===== config.mk =====
export PLATFORM = sky130hd
export DESIGN_NAME = uart_tx_arbiter
export DESIGN_NICKNAME = d
export VERILOG_FILES = /design/src/rtl/uart_pkg.sv /design/src/rtl/rr_select.sv /design/src/rtl/uart_tx_arbiter.sv
export SDC_FILE = /design/constraint.sdc
export NUM_CORES = 1
export LEC_CHECK = 0
export CELL_PAD_IN_SITES_DETAIL_PLACEMENT = 0
export CELL_PAD_IN_SITES_GLOBAL_PLACEMENT = 1
export CORE_MARGIN = 8
export CORE_UTILIZATION = 33
export DETAILED_ROUTE_END_ITERATION = 7
export HOLD_SLACK_MARGIN = 0.03
export PLACE_DENSITY_LB_ADDON = 0.1
export SLEW_MARGIN = 20
export SYNTH_ARGS = -nofsm -noshare
export SYNTH_HDL_FRONTEND = slang
export SYNTH_SLANG_ARGS = --single-unit

===== constraint.sdc =====
create_clock -name clk -period 3.87 [get_ports clk]
set_clock_uncertainty 0.05 [all_clocks]
set_input_delay 0.774 -clock clk [delete_from_list [all_inputs] [get_ports clk]]
set_output_delay 0.774 -clock clk [all_outputs]
set_load 0.03 [all_outputs]

===== src/rtl/uart_pkg.sv =====
// Shared definitions for the UART transmit arbiter: FSM state encoding and
// default parameter values.
package uart_pkg;

  typedef enum logic [1:0] {
    IDLE      = 2'd0,
    ISSUE     = 2'd1,
    WAIT_BUSY = 2'd2,
    WAIT_DONE = 2'd3
  } arb_state_t;

  localparam int DEF_N_REQ    = 4;
  localparam int DEF_DATA_W   = 8;
  localparam int DEF_BUSY_TMO = 15;

endpackage


===== src/rtl/rr_select.sv =====
// Round-robin selector: picks the first asserted request after ptr,
// wrapping, and returns it as a one-hot grant plus its index.
module rr_select #(
  parameter int N  = 4,
  parameter int IW = $clog2(N)
) (
  input  logic [N-1:0]  req,
  input  logic [IW-1:0] ptr,
  output logic [N-1:0]  grant,
  output logic [IW-1:0] idx
);

  int          cand;
  logic [IW-1:0] cand_idx;

  // Walk from the farthest offset down to the nearest so the closest hit wins.
  always_comb begin
    grant    = '0;
    idx      = '0;
    cand     = 0;
    cand_idx = '0;
    for (int off = N; off >= 1; off--) begin
      cand     = (int'(ptr) + off) % N;
      cand_idx = IW'(cand);
      if (req[cand_idx]) begin
        grant           = '0;
        grant[cand_idx] = 1'b1;
        idx             = cand_idx;
      end
    end
  end

endmodule


===== src/rtl/uart_tx_arbiter.sv =====
// Shares one UART transmitter between N_REQ requesters with round-robin
// arbitration, one frame in flight, and a timeout on the busy handshake.
module uart_tx_arbiter
  import uart_pkg::*;
#(
  parameter int N_REQ    = DEF_N_REQ,
  parameter int DATA_W   = DEF_DATA_W,
  parameter int BUSY_TMO = DEF_BUSY_TMO
) (
  input  logic                       clk,
  input  logic                       rst,
  input  logic [N_REQ-1:0]           req_valid,
  input  logic [N_REQ*DATA_W-1:0]    req_data,
  input  logic [N_REQ-1:0]           req_par_en,
  input  logic [N_REQ-1:0]           req_par_type,
  output logic [N_REQ-1:0]           req_ready,
  output logic                       tx_data_valid,
  output logic [DATA_W-1:0]          tx_data,
  output logic                       tx_parity_en,
  output logic                       tx_parity_type,
  input  logic                       tx_busy,
  output logic [$clog2(N_REQ)-1:0]   grant_id,
  output logic                       frame_done,
  output logic                       tmo_err
);

  localparam int            IW       = $clog2(N_REQ);
  localparam int            TW       = $clog2(BUSY_TMO + 1);
  localparam logic [TW-1:0] TMO_LAST = TW'(BUSY_TMO - 1);

  arb_state_t    state, state_nxt;
  logic [IW-1:0] last_grant;
  logic [TW-1:0] tmo_cnt;
  logic [N_REQ-1:0] rr_grant;
  logic [IW-1:0] rr_idx;
  logic          accept;

  rr_select #(.N(N_REQ), .IW(IW)) u_rr (
    .req   (req_valid),
    .ptr   (last_grant),
    .grant (rr_grant),
    .idx   (rr_idx)
  );

  always_ff @(posedge clk or negedge rst) begin
    if (!rst) state <= IDLE;
    else      state <= state_nxt;
  end

  // Handshake: a requester transfers on a cycle where req_valid & req_ready;
  // req_ready is only offered in IDLE, combinationally, to the RR winner.
  always_comb begin
    state_nxt     = state;
    req_ready     = '0;
    accept        = 1'b0;
    tx_data_valid = 1'b0;
    frame_done    = 1'b0;
    tmo_err       = 1'b0;
    case (state)
      IDLE: begin
        req_ready = rst ? rr_grant : '0;
        accept    = |req_ready;
        if (accept) state_nxt = ISSUE;
      end
      ISSUE: begin
        tx_data_valid = 1'b1;
        state_nxt     = WAIT_BUSY;
      end
      WAIT_BUSY: begin
        if (tx_busy) begin
          state_nxt = WAIT_DONE;
        end else if (tmo_cnt == TMO_LAST) begin
          tmo_err   = 1'b1;
          state_nxt = IDLE;
        end
      end
      WAIT_DONE: begin
        if (!tx_busy) begin
          frame_done = 1'b1;
          state_nxt  = IDLE;
        end
      end
      default: state_nxt = IDLE;
    endcase
  end

  always_ff @(posedge clk or negedge rst) begin
    if (!rst) begin
      tx_data        <= '0;
      tx_parity_en   <= 1'b0;
      tx_parity_type <= 1'b0;
      grant_id       <= '0;
      last_grant     <= IW'(N_REQ - 1);
      tmo_cnt        <= '0;
    end else begin
      if (accept) begin
        tx_data        <= req_data[rr_idx*DATA_W +: DATA_W];
        tx_parity_en   <= req_par_en[rr_idx];
        tx_parity_type <= req_par_type[rr_idx];
        grant_id       <= rr_idx;
      end
      if (frame_done || tmo_err) last_grant <= grant_id;
      // Cleared while issuing so it starts at zero on WAIT_BUSY entry; saturates.
      if (state == ISSUE)
        tmo_cnt <= '0;
      else if (state == WAIT_BUSY && !tx_busy && tmo_cnt != TMO_LAST)
        tmo_cnt <= tmo_cnt + TW'(1);
    end
  end

endmodule


==> impl_metrics.tcl, run 1 <==
set metrics [dict create \
    routability_congestion_estimate_from_global_placement 0.754 \
    cts_tree "yes" \
    pint_w 0.00113 \
    grt_pass1_vias 1568 \
    antennaDiodeCount 0 \
    postCtsSetupBuffers 0 \
    arrival_ns 2.73 \
    dp_slack_ns 0.335 \
    tritoncts_buffers 3 \
    max-cap-violations 0 \
    hold_path.startpoint "tx_data[1]" \
    grt_setup_unrepaired "no" \
    area_added_between_synthesis_and_finish_pct 45.4 \
    yosys.area.top_type_share 0.263 \
    leakage_nw 1.07 \
    holdBufCountCts 0 \
    boundaryPins 66 \
    detail_route.wl_per_cell_um 15.0 \
    worst-setup-path-type "in -> out" \
    result_of_the_run "complete, no violations" \
    ys.warnings.count 0 \
    cts_htree_levels 1 \
    worstMarginPinSlew_ns 0.355 \
    worst_slack_ns 0.319 \
    cts.sink_count 20 \
    initial_utilization 0.339 \
    p_total_w 0.00203 \
    slew_headroom 0.763 \
    route.detailed.vias_per_inst 5.05 \
    drt.antenna.violating_nets 0 \
    finalNetCount 284 \
    final_layout_size_suffix_gt1_frac 0.175 \
    report.final.setup_viol 0 \
    worst_setup_path_end_kind "primary output" \
    drt-initial-drc-count 48 \
    power_switching_w 0.000894 \
    place.detailed.hpwl_mm 3.65 \
    post_synth_instance_area_um2 1710 \
    final_tns_setup_ns 0 \
    total_nets_after_synthesis 215 \
    layout.cell_area.non_filler_um2 2490 \
    post_synth.cell_area_avg_um2 10.7 \
    ir_worst_vdd_uv 300 \
    finalCritPeriodShare 0.918 \
    yosysUniqueCellTypes 33 \
    post-route-min-period_ns 3.55 \
    layout.cells.most_common "sky130_fd_sc_hd__clkdlybuf4s50_1" \
    gr-usage-all-layers 0.118 \
    clock-root-buffer "sky130_fd_sc_hd__clkbuf_8" \
    swShare 0.442 \
    grt_start_max_net_pins 22 \
    vias 1506 \
    hold_class "reg -> reg" \
    num_rows 26 \
    core_um2 5040 \
    critical_path_required_ns 3.05 \
    clockBufferDepth 2 \
    synth-seq-cells 20 \
    power.share.combinational 0.735 \
    grt.overflow.total 0 \
    syn_inst_count 160 \
    mostFrequentLayoutCells "sky130_fd_sc_hd__clkdlybuf4s50_1 (61), sky130_fd_sc_hd__mux2i_1 (34), sky130_fd_sc_hd__dfrtp_1 (18)" \
    critical_path.reg2reg.startpoint "last_grant[0]" \
    detail_route.wirelength_mm 4.48 \
    overall_die_area_um2 7740 \
    synth_seq_area_share 0.294 \
    worst_skew_pair.late_latency_ns 0.25 \
    report.final.slew_viol_count 0 \
    power.share.sequential 0.189 \
    numPortBuffers 65 \
    synth_top_cell_by_area "sky130_fd_sc_hd__dfrtp_1" \
    grt_pass1_wl_mm 7.36 \
    dominantRegCellSynth "sky130_fd_sc_hd__dfrtp_1" \
    drt_drc_violations_left 0 \
    place_area_um2 2430 \
    fmax_mhz 282 \
    start_kind "input port" \
    die-height_um 88.0 \
    clk_pin_slew_ns 0.07 \
    number_of_antenna_violations_at_the_first_check_in_global_routing 0 \
    dr.pass1.iters 4 \
    synth-edff-count 0 \
    post_synth_main_area_contributors "sky130_fd_sc_hd__dfrtp_1 (26%), sky130_fd_sc_hd__mux2i_1 (20%), sky130_fd_sc_hd__mux2_4 (8.8%), sky130_fd_sc_hd__ha_1 (5.9%), sky130_fd_sc_hd__o21ai_0 (4.1%)" \
    die_width_um 88.0 \
    powerDensity_nw_per_um2 815 \
    worst_setup_path_startpoint "req_valid[0]" \
    critical_path.max_fanout 9 \
    async_reset_ff_frac 1.00 \
    report.final.hold_viol_count 0 \
    cts-resized-gates 0 \
    clkPwrFrac 0.076 \
]
## flip-flops by register name, summed over array words and instances, names as in the netlist
signal	flops
state	2
tmo_cnt	4
last_grant	2
tx_data	8
grant_id	2
tx_parity_type	1
tx_parity_en	1
## routing by layer
metal	wire, um	track usage	vias to the layer above
met4	41	0.0281	0
met3	287	0.0310	6
li1	-	-	729
met1	1850	0.139	718
met5	0	0	-
met2	2300	0.205	53
## critical path, cell delays in order
cell	delay, ns
sky130_fd_sc_hd__clkdlybuf4s50_1	0.53
sky130_fd_sc_hd__mux4_2	0.56
sky130_fd_sc_hd__nor2b_4	0.19
sky130_fd_sc_hd__nand3_1	0.11
sky130_fd_sc_hd__a41o_1	0.30
sky130_fd_sc_hd__nor2_1	0.10
sky130_fd_sc_hd__buf_4	0.16
## Yosys cell counts, types with 2 or more instances
library cell,instances
sky130_fd_sc_hd__ha_1,8
sky130_fd_sc_hd__o21ai_0,14
sky130_fd_sc_hd__mux4_2,2
sky130_fd_sc_hd__a41o_1,4
sky130_fd_sc_hd__buf_2,4
sky130_fd_sc_hd__nor3_1,2
sky130_fd_sc_hd__nor2_1,11
sky130_fd_sc_hd__nand2b_1,3
sky130_fd_sc_hd__dfstp_2,2
sky130_fd_sc_hd__a21oi_1,3
sky130_fd_sc_hd__mux2i_1,34
sky130_fd_sc_hd__o211ai_1,5
sky130_fd_sc_hd__inv_1,7
sky130_fd_sc_hd__mux2_2,5
sky130_fd_sc_hd__buf_6,2
sky130_fd_sc_hd__nand2_1,3
sky130_fd_sc_hd__dfrtp_1,18
sky130_fd_sc_hd__nand3_1,9
sky130_fd_sc_hd__mux2_4,10
## final cells by class
cell class              instances  area, um^2
well taps                      70        87.6
multi-input cells             126        1130
clock buffers                   4        55.1
fillers                       475        2560
inverters                       7        26.3
repair buffers                 71         686
flip-flops and latches         20         503
## power groups by stage
| stage | combinational, W | sequential (W) | clock, W |
|---|---|---|---|
| floorplan | 0.000990 | 0.000510 | 0 |
| global placement | 0.00148 | 0.000383 | 0 |
| detailed placement | 0.00150 | 0.000387 | 0 |
| CTS | 0.00151 | 0.000385 | 0.000162 |
| global route | 0.00161 | 0.000401 | 0.000169 |
| finish | 0.00149 | 0.000383 | 0.000154 |
## worst paths after layout
path / endpoint / cells after the start / slack (ns)
setup reg to reg: grant_id[1] / 9 / 0.72
min in group asynchronous: tx_data[2] / 2 / 0.97
max in group asynchronous: last_grant[0] / 2 / 2.53
hold / removal: tx_data[1] / 1 / 0.46
hold reg to reg: tx_data[1] / 1 / 0.46
setup / recovery: req_ready[1] / 7 / 0.32
## logic make-up (layout without fill, tap and decap cells)
| logic type | after synthesis | after routing | synth area share |
|---|---|---|---|
| AO/OA/AOI/OAI | 29 | 29 | 0.124 |
| multiplexers | 52 | 52 | 0.359 |
| AND/OR/NAND/NOR | 36 | 36 | 0.110 |
| flip-flops | 20 | 20 | 0.294 |
| XOR/XNOR | 1 | 1 | 0.00512 |
| buffers and inverters | 14 | 82 | 0.0490 |
| adder cells (fa/ha/maj) | 8 | 8 | 0.0585 |
## through the flow
step                      cells  utilization  hold slack (ns)
after floorplan             160            -            0.428
after global placement      294        0.482            0.443
after detailed placement    294        0.482            0.447
after CTS                   298        0.493            0.464
after global routing        298        0.493            0.480
final                       298        0.493            0.456
No activity file was read; power rests on OpenSTA's default activity.
==> inputs of run 2 (changes only) <==
Settings changed: CELL_PAD_IN_SITES_DETAIL_PLACEMENT 0 to 1, CELL_PAD_IN_SITES_GLOBAL_PLACEMENT 1 to 2, CORE_UTILIZATION 33 to 26.
==> run 2 against run 1 <==
  * Worst setup slack worse by 0.0081 ns
  * Cell count is 2.3% higher
  * Largest cell class unchanged
  * Register-to-register slack worse by 0.03 ns
  * Sequential cell count stayed put
  * Sequential power hardly changed
  * Global-route usage is 1.2 points lower
  * Hold slack better by 0.011 ns
  * Clock power is 36% higher
==> impl_metrics.tcl, run 2 (synthesis results as in run 1) <==
set metrics [dict create \
    pint_w 0.00118 \
    drt.antenna.violating_nets 0 \
    clockBufferDepth 2 \
    largest_registers "tx_data (8), tmo_cnt (4)" \
    detail_route.wl_per_cell_um 16.7 \
    clk_pin_slew_ns 0.08 \
    p_total_w 0.00210 \
    grt_pass1_wl_mm 8.42 \
    number_of_antenna_violations_at_the_first_check_in_global_routing 0 \
    cp_slowest_stage_delay_ns 0.57 \
    cp.buffers_inverters 2 \
    fin_cells 305 \
    vias 1528 \
    arrival_ns 2.74 \
    detail_route.wirelength_mm 5.11 \
    critical_path.max_fanout 9 \
    worstMarginPinSlew_ns 0.355 \
    cts_tree "yes" \
    max-cap-violations 0 \
    grt_setup_unrepaired "no" \
    start_kind "input port" \
    cts_htree_levels 1 \
    power.share.combinational 0.717 \
    overall_die_area_um2 9430 \
    hold_class "reg -> reg" \
    numPortBuffers 65 \
    report.final.setup_viol 0 \
    fmax_mhz 281 \
    worst_setup_path_end_kind "primary output" \
    power.share.sequential 0.184 \
    route.detailed.vias_per_inst 5.01 \
    critical-path-top-delay-family "buffers and inverters" \
    fin_worst_hold_slack_ns 0.466 \
    holdBufCountCts 0 \
    layout.cells.most_common "sky130_fd_sc_hd__clkdlybuf4s50_1" \
    area_added_between_synthesis_and_finish_pct 46.8 \
    clkPwrFrac 0.100 \
    final_layout_size_suffix_gt1_frac 0.175 \
    worst-setup-path-type "in -> out" \
    ir_worst_vdd_uv 346 \
    gr-usage-all-layers 0.105 \
    tritoncts_buffers 3 \
    leakage_nw 1.08 \
    drt-initial-drc-count 31 \
    grt.overflow.total 0 \
    boundaryPins 66 \
    slew_headroom 0.762 \
    clock-root-buffer "sky130_fd_sc_hd__clkbuf_8" \
    dp_cells 301 \
    swShare 0.439 \
    antennaDiodeCount 0 \
    drt_drc_violations_left 0 \
    die_width_um 97.1 \
    cts.sink_count 20 \
    worst_skew_pair.late_latency_ns 0.26 \
    critPathSlowestCell "sky130_fd_sc_hd__mux4_2" \
    power_switching_w 0.000923 \
    place.detailed.hpwl_mm 4.15 \
    cts-resized-gates 0 \
    critical_path_required_ns 3.05 \
    final_tns_setup_ns 0 \
    num_rows 29 \
    mostFrequentLayoutCells "sky130_fd_sc_hd__clkdlybuf4s50_1 (61), sky130_fd_sc_hd__mux2i_1 (34), sky130_fd_sc_hd__dfrtp_1 (18)" \
    result_of_the_run "complete, no violations" \
    combined_area_of_the_multi_input_logic_cells_um2 1130 \
    initial_utilization 0.269 \
    grt_start_max_net_pins 22 \
    report.final.hold_viol_count 0 \
    area.sequential_um2 503 \
    routability_congestion_estimate_from_global_placement 0.729 \
    dr.pass1.iters 6 \
    finalNetCount 284 \
    top_register "tx_data" \
    report.final.slew_viol_count 0 \
    post-route-min-period_ns 3.56 \
    grt_pass1_vias 1698 \
    postCtsSetupBuffers 0 \
    setup.reg_to_reg.worst_slack_ns 0.69 \
    core_um2 6350 \
    finalCritPeriodShare 0.920 \
    powerDensity_nw_per_um2 837 \
    timing.critical_path.cells "clkdlybuf4s50_1 -> mux4_2 -> nor2b_4 -> nand3_1 -> a41o_1 -> nor2_1 -> buf_4" \
    layout.core_utilization 0.395 \
    n_fill_cell 692 \
    largest_register_ff_count 8 \
    die-height_um 97.1 \
]
run 2: cell count changes in the layout (fill, tap and decap cells not counted), sizes merged:
| cell | change |
|---|---|
| bufinv | +1 |
| clkbuf | -1 |
run 2: worst paths after layout:
kind	start	end	depth (start not counted)
worst max register to register	last_grant[0]	tx_data[0]	9
worst max-delay path	req_valid[0]	req_ready[0]	7
min in group asynchronous	rst	tx_data[5]	2
max in group asynchronous	rst	last_grant[1]	2
worst min register to register	tx_data[1]	tx_data[1]	1
worst min-delay path	tx_data[1]	tx_data[1]	1
run 2: final cells by class:
class,instances,area share
multi-input cells,126,0.449
repair buffers,71,0.273
flip-flops and latches,20,0.200
well taps,77,0.0384
clock buffers,3,0.0164
clock inverters,1,0.0120
inverters,7,0.0105
run 2: per-layer routing:
| layer | routed length (um) | GRT usage |
|---|---|---|
| met1 | 2290 | 0.124 |
| met2 | 2530 | 0.182 |
| met3 | 278 | 0.0320 |
| met4 | 10 | 0.0213 |
| met5 | 0 | 0 |
run 2: power by group through the flow:
stage	clock network, W	registers (W)	logic, W
2_1_floorplan	0	0.000510	0.000990
3_3_place_gp	0	0.000384	0.00150
3_5_place_dp	0	0.000390	0.00153
4_1_cts	0.000215	0.000388	0.00153
5_1_grt	0.000228	0.000401	0.00163
6_report	0.000210	0.000386	0.00151
run 2: metrics by stage:
stage / setup WS, ns / cell area [um^2]
floorplan: 0.267 / 1710
global placement: 0.379 / 2440
detailed placement: 0.315 / 2440
CTS: 0.301 / 2510
global route: 0.202 / 2510
finish: 0.310 / 2510
run 2: worst register-to-register path: stages (launching register included):
cell	delay [ns]
sky130_fd_sc_hd__dfstp_2	0.54
sky130_fd_sc_hd__inv_1	0.08
sky130_fd_sc_hd__ha_1	0.41
sky130_fd_sc_hd__mux4_2	0.57
sky130_fd_sc_hd__nor2b_4	0.18
sky130_fd_sc_hd__nand3_1	0.09
sky130_fd_sc_hd__a41o_1	0.30
sky130_fd_sc_hd__a41oi_4	0.21
sky130_fd_sc_hd__buf_4	0.28
sky130_fd_sc_hd__mux2_2	0.37
